--- src/rtl/huffman_pkg.sv ---
// Shared constants and FSM state encoding for the canonical Huffman encoder/decoder pair.
package huffman_pkg;
  localparam int HUF_MAX_LEN = 15;
  localparam int LEN_W       = 4;
  localparam int CNT_W       = 9;
  localparam int IDX_W       = 9;
  localparam int SYM_AW      = 8;
  localparam int TOT_W       = 11;

  typedef enum logic [2:0] {
    ST_IDLE,
    ST_PREP,
    ST_DECODE,
    ST_EMIT,
    ST_DONE,
    ST_ERROR
  } huf_state_t;
endpackage

--- src/rtl/huffman_decoder_if.sv ---
// Bit-stream input and decoded-symbol output handshakes of the Huffman decoder.
interface huffman_decoder_if #(parameter int BIT_WIDTH = 8);
  logic                 bit_valid_i;
  logic                 bit_i;
  logic                 last_i;
  logic                 bit_ready_o;
  logic                 sym_valid_o;
  logic [BIT_WIDTH-1:0] sym_o;
  logic                 sym_ready_i;

  modport master (
    output bit_valid_i, bit_i, last_i, sym_ready_i,
    input  bit_ready_o, sym_valid_o, sym_o
  );

  modport slave (
    input  bit_valid_i, bit_i, last_i, sym_ready_i,
    output bit_ready_o, sym_valid_o, sym_o
  );
endinterface

--- src/rtl/huffman_canon_table.sv ---
// Per-length code counts, canonical first_code/first_idx built one length per cycle,
// and a combinational match/offset lookup for the candidate codeword.
module huffman_canon_table
  import huffman_pkg::*;
#(
  parameter int MAX_LEN = HUF_MAX_LEN
) (
  input  logic             clk_i,
  input  logic             rst_i,
  input  logic             cnt_we,
  input  logic [LEN_W-1:0] cnt_addr,
  input  logic [CNT_W-1:0] cnt_data,
  input  logic             prep_init,
  input  logic             prep_step,
  output logic             prep_last,
  input  logic [MAX_LEN:0] acc,
  input  logic [LEN_W-1:0] len,
  output logic             match,
  output logic [IDX_W-1:0] idx
);
  localparam int CW = MAX_LEN + 1;

  logic [CNT_W-1:0] count      [0:MAX_LEN];
  logic [CW-1:0]    first_code [0:MAX_LEN];
  logic [IDX_W-1:0] first_idx  [0:MAX_LEN];
  logic [CW-1:0]    code_q;
  logic [IDX_W-1:0] idx_q;
  logic [LEN_W-1:0] prep_len;
  logic [CW-1:0]    off;

  always_ff @(posedge clk_i) begin
    if (rst_i) begin
      for (int i = 0; i <= MAX_LEN; i++) count[i] <= '0;
    end else if (cnt_we && cnt_addr != '0) begin
      count[cnt_addr] <= cnt_data;
    end
  end

  always_ff @(posedge clk_i) begin
    if (rst_i || prep_init) begin
      prep_len <= LEN_W'(1);
      code_q   <= '0;
      idx_q    <= '0;
    end else if (prep_step) begin
      prep_len <= prep_len + 1'b1;
      code_q   <= (code_q + CW'(count[prep_len])) << 1;
      idx_q    <= idx_q + count[prep_len];
    end
  end

  always_ff @(posedge clk_i) begin
    if (prep_step) begin
      first_code[prep_len] <= code_q;
      first_idx[prep_len]  <= idx_q;
    end
  end

  assign prep_last = (prep_len == LEN_W'(MAX_LEN));

  // A codeword below first_code wraps to a huge offset and so never matches.
  always_comb begin
    off   = acc - first_code[len];
    match = (count[len] != '0) && (off < CW'(count[len]));
    idx   = first_idx[len] + off[IDX_W-1:0];
  end
endmodule

--- src/rtl/huffman_decoder.sv ---
// Canonical Huffman decoder: one bit per handshake, symbol registered the cycle after its last bit;
// while a symbol waits on sym_ready_i no further bits are accepted.
module huffman_decoder
  import huffman_pkg::*;
#(
  parameter int BIT_WIDTH = 8,
  parameter int MAX_SYM   = 255,
  parameter int MAX_LEN   = HUF_MAX_LEN
) (
  input  logic                 clk_i,
  input  logic                 rst_i,
  input  logic                 cnt_we_i,
  input  logic [LEN_W-1:0]     cnt_addr_i,
  input  logic [CNT_W-1:0]     cnt_data_i,
  input  logic                 sym_we_i,
  input  logic [SYM_AW-1:0]    sym_addr_i,
  input  logic [BIT_WIDTH-1:0] sym_data_i,
  input  logic                 start_i,
  huffman_decoder_if.slave     bus,
  output logic                 done_o,
  output logic                 err_o,
  output logic [TOT_W-1:0]     total_bit
);
  huf_state_t state, state_nx;

  logic [BIT_WIDTH-1:0] sym_table [0:MAX_SYM];
  logic [MAX_LEN-1:0]   acc;
  logic [MAX_LEN:0]     acc_nx;
  logic [LEN_W-1:0]     len, len_nx;
  logic [BIT_WIDTH-1:0] sym_q;
  logic                 last_q;
  logic                 idle, restart, bit_hs, match, prep_last;
  logic [IDX_W-1:0]     idx;

  assign idle    = (state == ST_IDLE);
  assign restart = start_i && (idle || state == ST_ERROR);
  assign bit_hs  = bus.bit_valid_i && bus.bit_ready_o;
  assign acc_nx  = {acc, bus.bit_i};
  assign len_nx  = len + 1'b1;

  huffman_canon_table #(.MAX_LEN(MAX_LEN)) u_table (
    .clk_i     (clk_i),
    .rst_i     (rst_i),
    .cnt_we    (cnt_we_i && idle),
    .cnt_addr  (cnt_addr_i),
    .cnt_data  (cnt_data_i),
    .prep_init (restart),
    .prep_step (state == ST_PREP),
    .prep_last (prep_last),
    .acc       (acc_nx),
    .len       (len_nx),
    .match     (match),
    .idx       (idx)
  );

  always_ff @(posedge clk_i) begin
    if (sym_we_i && idle) sym_table[sym_addr_i] <= sym_data_i;
  end

  always_comb begin
    state_nx = state;
    case (state)
      ST_IDLE:   if (start_i) state_nx = ST_PREP;
      ST_PREP:   if (prep_last) state_nx = ST_DECODE;
      ST_DECODE: begin
        if (bit_hs) begin
          if (match)                                          state_nx = ST_EMIT;
          else if (bus.last_i || len_nx == LEN_W'(MAX_LEN))   state_nx = ST_ERROR;
        end
      end
      ST_EMIT:   if (bus.sym_ready_i) state_nx = last_q ? ST_DONE : ST_DECODE;
      ST_DONE:   state_nx = ST_IDLE;
      ST_ERROR:  if (start_i) state_nx = ST_PREP;
      default:   state_nx = ST_IDLE;
    endcase
  end

  always_ff @(posedge clk_i) begin
    if (rst_i) begin
      state     <= ST_IDLE;
      acc       <= '0;
      len       <= '0;
      sym_q     <= '0;
      last_q    <= 1'b0;
      total_bit <= '0;
    end else begin
      state <= state_nx;
      if (restart) begin
        acc       <= '0;
        len       <= '0;
        total_bit <= '0;
      end else if (bit_hs) begin
        if (total_bit != '1) total_bit <= total_bit + 1'b1;
        if (match) begin
          sym_q  <= sym_table[SYM_AW'(idx)];
          last_q <= bus.last_i;
          acc    <= '0;
          len    <= '0;
        end else begin
          acc <= acc_nx[MAX_LEN-1:0];
          len <= len_nx;
        end
      end
    end
  end

  assign bus.bit_ready_o = (state == ST_DECODE);
  assign bus.sym_valid_o = (state == ST_EMIT);
  assign bus.sym_o       = sym_q;
  assign done_o          = (state == ST_DONE);
  assign err_o           = (state == ST_ERROR);
endmodule

--- src/flat_wrapper.sv ---
// flat-port wrapper written by rule: the top's interface ports become plain ports
module huffman_decoder_flat import huffman_pkg::*;
#(
  parameter int BIT_WIDTH = 8,
  parameter int MAX_SYM   = 255,
  parameter int MAX_LEN   = HUF_MAX_LEN
)
  (clk_i, rst_i, cnt_we_i, cnt_addr_i, cnt_data_i, sym_we_i, sym_addr_i, sym_data_i, start_i, done_o, err_o, total_bit, bus_bit_valid_i, bus_bit_i, bus_last_i, bus_sym_ready_i, bus_bit_ready_o, bus_sym_valid_o, bus_sym_o);
  huffman_decoder_if #(.BIT_WIDTH(BIT_WIDTH)) bus_i ();
  input  logic clk_i;
  input  logic rst_i;
  input  logic cnt_we_i;
  input  logic [LEN_W-1:0] cnt_addr_i;
  input  logic [CNT_W-1:0] cnt_data_i;
  input  logic sym_we_i;
  input  logic [SYM_AW-1:0] sym_addr_i;
  input  logic [BIT_WIDTH-1:0] sym_data_i;
  input  logic start_i;
  output logic done_o;
  output logic err_o;
  output logic [TOT_W-1:0] total_bit;
  input wire logic [$bits(bus_i.bit_valid_i)-1:0] bus_bit_valid_i;
  input wire logic [$bits(bus_i.bit_i)-1:0] bus_bit_i;
  input wire logic [$bits(bus_i.last_i)-1:0] bus_last_i;
  input wire logic [$bits(bus_i.sym_ready_i)-1:0] bus_sym_ready_i;
  output wire logic [$bits(bus_i.bit_ready_o)-1:0] bus_bit_ready_o;
  output wire logic [$bits(bus_i.sym_valid_o)-1:0] bus_sym_valid_o;
  output wire logic [$bits(bus_i.sym_o)-1:0] bus_sym_o;
  assign bus_i.bit_valid_i = bus_bit_valid_i;
  assign bus_i.bit_i = bus_bit_i;
  assign bus_i.last_i = bus_last_i;
  assign bus_i.sym_ready_i = bus_sym_ready_i;
  assign bus_bit_ready_o = bus_i.bit_ready_o;
  assign bus_sym_valid_o = bus_i.sym_valid_o;
  assign bus_sym_o = bus_i.sym_o;
  huffman_decoder #(.BIT_WIDTH(BIT_WIDTH), .MAX_SYM(MAX_SYM), .MAX_LEN(MAX_LEN)) u_core (.clk_i(clk_i), .rst_i(rst_i), .cnt_we_i(cnt_we_i), .cnt_addr_i(cnt_addr_i), .cnt_data_i(cnt_data_i), .sym_we_i(sym_we_i), .sym_addr_i(sym_addr_i), .sym_data_i(sym_data_i), .start_i(start_i), .bus(bus_i), .done_o(done_o), .err_o(err_o), .total_bit(total_bit));
endmodule
--- config.mk ---
export PLATFORM = sky130hd
export DESIGN_NAME = huffman_decoder_flat
export DESIGN_NICKNAME = d
export VERILOG_FILES = /design/src/rtl/huffman_pkg.sv /design/src/rtl/huffman_decoder_if.sv /design/src/rtl/huffman_canon_table.sv /design/src/rtl/huffman_decoder.sv /design/src/flat_wrapper.sv
export SDC_FILE = /design/constraint.sdc
export NUM_CORES = 2
export LEC_CHECK = 0
export BUFFER_PORTS_ARGS = -buffer_cell sky130_fd_sc_hd__buf_2
export CORE_MARGIN = 1
export CORE_UTILIZATION = 39
export DETAILED_ROUTE_END_ITERATION = 16
export PLACE_DENSITY = 0.59
export SLEW_MARGIN = 15
export SYNTH_ARGS = -nofsm -noshare
export SYNTH_HDL_FRONTEND = slang
export SYNTH_SLANG_ARGS = --single-unit
--- constraint.sdc ---
create_clock -name clk_i -period 19.2 [get_ports clk_i]
set_clock_uncertainty 0.2 [all_clocks]
set_input_delay 0.96 -clock clk_i [delete_from_list [all_inputs] [get_ports clk_i]]
set_output_delay 0.96 -clock clk_i [all_outputs]
set_load 0.005 [all_outputs]
==> impl_results.md <==
* Status: finished, final reports clean
* Number of global-route vias before repair at 51600
* Period utilisation layout at around 50%
* VDD IR-drop max at 249 uV
* Via Count at 50600
* Power Density at 152 nW/um^2
* CP Capture Type: register
* Initial antenna violation count at 12
* Syn avg cell area at approximately 21 sq um
* Slew Viols, Final at 0
* Layout cells sized above 1 at 26.9%
* CP Class: register to register
* Post-detail-place hpwl at about 150 mm
* RSZ-0062 raised after global routing: false
* Overall die height at about 520 microns
* Arrival time worst endpoint at 10.02 ns
* FFs w/ async S/R, synth at 0%
* CP max FO at 156
* Routed wire length at ~260 mm
* Clk_lat worst skew at 0.84 ns
* First-pass GRT wire length at 375 mm
* R2R depth at 16
* Worst r2r src: u_core.len[0]
* Leak Pwr at 37.0 nW
* Detailed Routing Iterations Pass 1 at 6
* Core Box Area at 268000 sq um
* Routability Congestion at 0.804
* Simple-Gate Fraction of Synth Area at 3.73%
* Setup violators final at 0
* Min cycle time layout at approximately 9.5 ns
* CP max stage delay at ~1.4 ns
* Starting Density at 39.3%
* Final Hold Fails at 0
* Post-Syn Instances at 4994
* Hold_buf cts at 0
* Die ar. at 272000 sq um
* Nets@finish at between 5000 and 6000
* Post-CTS Resized at 0
* Placed insts at 8424
* Post-route antenna net violation count at 0
* CTS root buffer: clkbuf_16
* Post-synthesis adder-cell area fraction at less than 1%
* Crit path buf inv count at 6
* Row cnt at between 150 and 200
* DRT iter0 DRCs at 5682
* Flops & latches, synth at between 2000 and 3000
* CTS tree: done
* Critical-path top delay cell: fa_4
* Number of port buffers at 60
* Critical-path cell list: inv_1, ha_4, buf_4, mux4_2, mux4_2, ha_4, inv_1, fa_4, buf_4, buf_12, buf_4, mux4_2, mux4_2, a221oi_1, o211ai_1, a32o_1
* Area added between synthesis and finish at 12.8%
* Worst reg-to-reg setup slack at 9.73 ns
* Startpoint types: register
* Post-Layout Cell Count at slightly below 9000
* Worst-Margin Slew at roughly 1.2 ns
* Vias per cell at 5.67
* Stages on worst setup path at 16
* Setup repair bufs after CTS at 0
* Critical path required time at slightly below 20 ns
* Xor/xnor share of the synthesized area at 0.383%
* YS warnings at 0
* Mux share of post-synthesis cell area at 17.8%
* Max-Cap Viols at 0
* Worst Hold Class: input pin to register
* Worst path top cell family by delay: buffers and inverters
* Sinks on the clock net at 2633
* I/O pins at 61
* Fmax at approximately 110 MHz
* Residual DRC count at 0
* Num CTS Buffers at 283
* Reg clk slew, reported paths at 0.06 ns
* Largest family of logic cells by synthesized area: multiplexers
* Maximum number of pins on one net before global-route repair at 173
* Cell mode on critical path: mux4_2
* Grt ovf at 0
* Level count of the clock H-tree at 5
* Setup TNS Final at 0 ns
* Mapped Area at 105000 sq um
* CP startpoint: u_core.len[0]
* Post-synth top flop: edfxtp_1
* Critical Path End: u_core.bus.sym_o[7]
* Slew HR at 19.4%
* Die width at 522 microns
* Synth Area in Compound Gates at 1.74%
* Post-synthesis sequential area ratio at 74.3%
* Maximum clock insertion buffer count at 4
* Routed len/inst at 29.0 microns
* Netlist cell types at 69
* Post-synth EDFFs at 2560
* Gr usage total at a little under a fifth
* R2R Path End: u_core.bus.sym_o[7]
==> sequential cells by signal, indices dropped and copies added, names as in the netlist, 11 cells and up, named ones only <==
| name | cells |
|---|---|
| u_core.u_table.count | 144 |
| u_core.acc | 15 |
| u_core.sym_table | 2048 |
| u_core.u_table.code_q | 15 |
| u_core.u_table.first_idx | 128 |
| u_core.total_bit | 11 |
| u_core.u_table.first_code | 240 |
==> final cells by class <==
class / instances / area (sq um)
Antenna cell: 2 / 5.00
Clock buffer: 352 / 7580
Clock inverter: 144 / 1240
Fill cell: 22500 / 149000
Inverter: 46 / 173
Multi-Input combinational cell: 2035 / 26000
Sequential cell: 2633 / 78300
Tap cell: 3552 / 4440
Timing Repair Buffer: 160 / 1200
==> layout by cell type, fill, tap and decap left out, types with 18 or more instances in the layout <==
cell type	synthesis	routed
nand3_1	38	34
edfxtp_1	2560	2560
nand2b_1	19	19
mux2i_1	28	28
clkinv_2	0	41
and2_1	141	140
buf_2	40	52
nand2_1	106	94
clkbuf_1	168	54
buf_4	8	95
a21oi_1	71	71
o21ai_0	42	42
clkbuf_16	0	291
nor2_1	342	326
mux4_2	813	813
ha_1	52	50
inv_1	46	46
dfxtp_1	73	70
bufinv_16	0	19
nor3_1	34	29
xnor2_1	22	18
nand3b_1	20	20
clkinv_1	0	63
a22o_1	49	49
nor3b_1	35	35
==> tightest hold or removal path, stage by stage <==
cell	delay, ns
buf_2	0.11
mux2i_1	0.07
nor2_1	0.08
==> how the worst min path moves through the flow <==
| stage | startpoint | to | slack, ns | cells past startpoint |
|---|---|---|---|---|
| 6_report | bus_last_i | u_core.last_q | 0.22 | 3 |
| 5_1_grt | bus_last_i | u_core.last_q | 0.23 | 3 |
| 4_1_cts | bus_last_i | u_core.last_q | 0.15 | 3 |
| 3_5_place_dp | u_core.acc[14] | u_core.acc[14] | 0.26 | 2 |
| 3_3_place_gp | u_core.acc[14] | u_core.acc[14] | 0.25 | 2 |
| 2_1_floorplan | u_core.acc[14] | u_core.acc[14] | 0.24 | 2 |
==> where the power goes <==
group	switching [mW]	internal (mW)
Sequential	0.0712	6.40
Clock	2.20	3.06
Combinational	3.59	2.71
==> cell usage after synthesis (10+ instances only) <==
library cell	count	share of area [%]
a211oi_1	12	0.085
nor2b_1	15	0.089
inv_1	46	0.16
a22o_1	49	0.41
mux2i_1	28	0.27
and2_1	141	0.84
nand4_1	12	0.071
clkbuf_1	168	0.60
a221oi_1	17	0.14
edfxtp_1	2560	73
buf_6	10	0.11
o211ai_1	17	0.12
mux2_2	16	0.17
nand3b_1	20	0.14
or2_2	17	0.10
nand2b_1	19	0.11
xor2_1	16	0.13
xnor2_1	22	0.18
a21o_1	10	0.071
a21oi_1	71	0.34
buf_2	40	0.19
a31oi_1	10	0.059
nor3b_1	35	0.25
dfxtp_1	73	1.4
nor2_1	342	1.2
nand3_1	38	0.18
nand2_1	106	0.38
nor3_1	34	0.16
o21ai_0	42	0.20
buf_1	62	0.22
mux4_2	813	17
ha_1	52	0.62
==> stage by stage <==
stage | utilization [%] | worst slack [ns] | total power, mW | hold slack, ns | instance area [sq um]
2_1_floorplan | - | 12.07 | 10.6 | 0.244 | 105000
3_3_place_gp | 41.0 | 9.61 | 12.9 | 0.253 | 110000
3_5_place_dp | 41.0 | 9.69 | 12.9 | 0.259 | 110000
4_1_cts | 44.3 | 9.69 | 18.2 | 0.153 | 119000
5_1_grt | 44.3 | 9.27 | 18.6 | 0.228 | 119000
6_report | 44.3 | 9.73 | 18.0 | 0.218 | 119000
==> cells by family (layout without fill, tap and decap cells) <==
logic type | Yosys count | count (layout)
buffers and inverters | 334 | 702
DFF | 2633 | 2633
xor gates and xnor gates | 41 | 41
other | 1 | 11
muxes | 859 | 859
and+or+nand+nor | 804 | 804
adders and majority gates | 56 | 56
AOI/OAI and AO/OA | 266 | 266
==> routing by layer <==
| layer | up-vias | track usage [%] | wire length, microns |
|---|---|---|---|
| met3 | 437 | 2.83 | 15800 |
| li1 | 21100 | - | - |
| met4 | 2 | 5.77 | 7990 |
| met5 | - | 0 | 13 |
| met2 | 1821 | 30.7 | 126000 |
| met1 | 27200 | 26.6 | 109000 |
No activity file was read; power rests on OpenSTA's default activity.
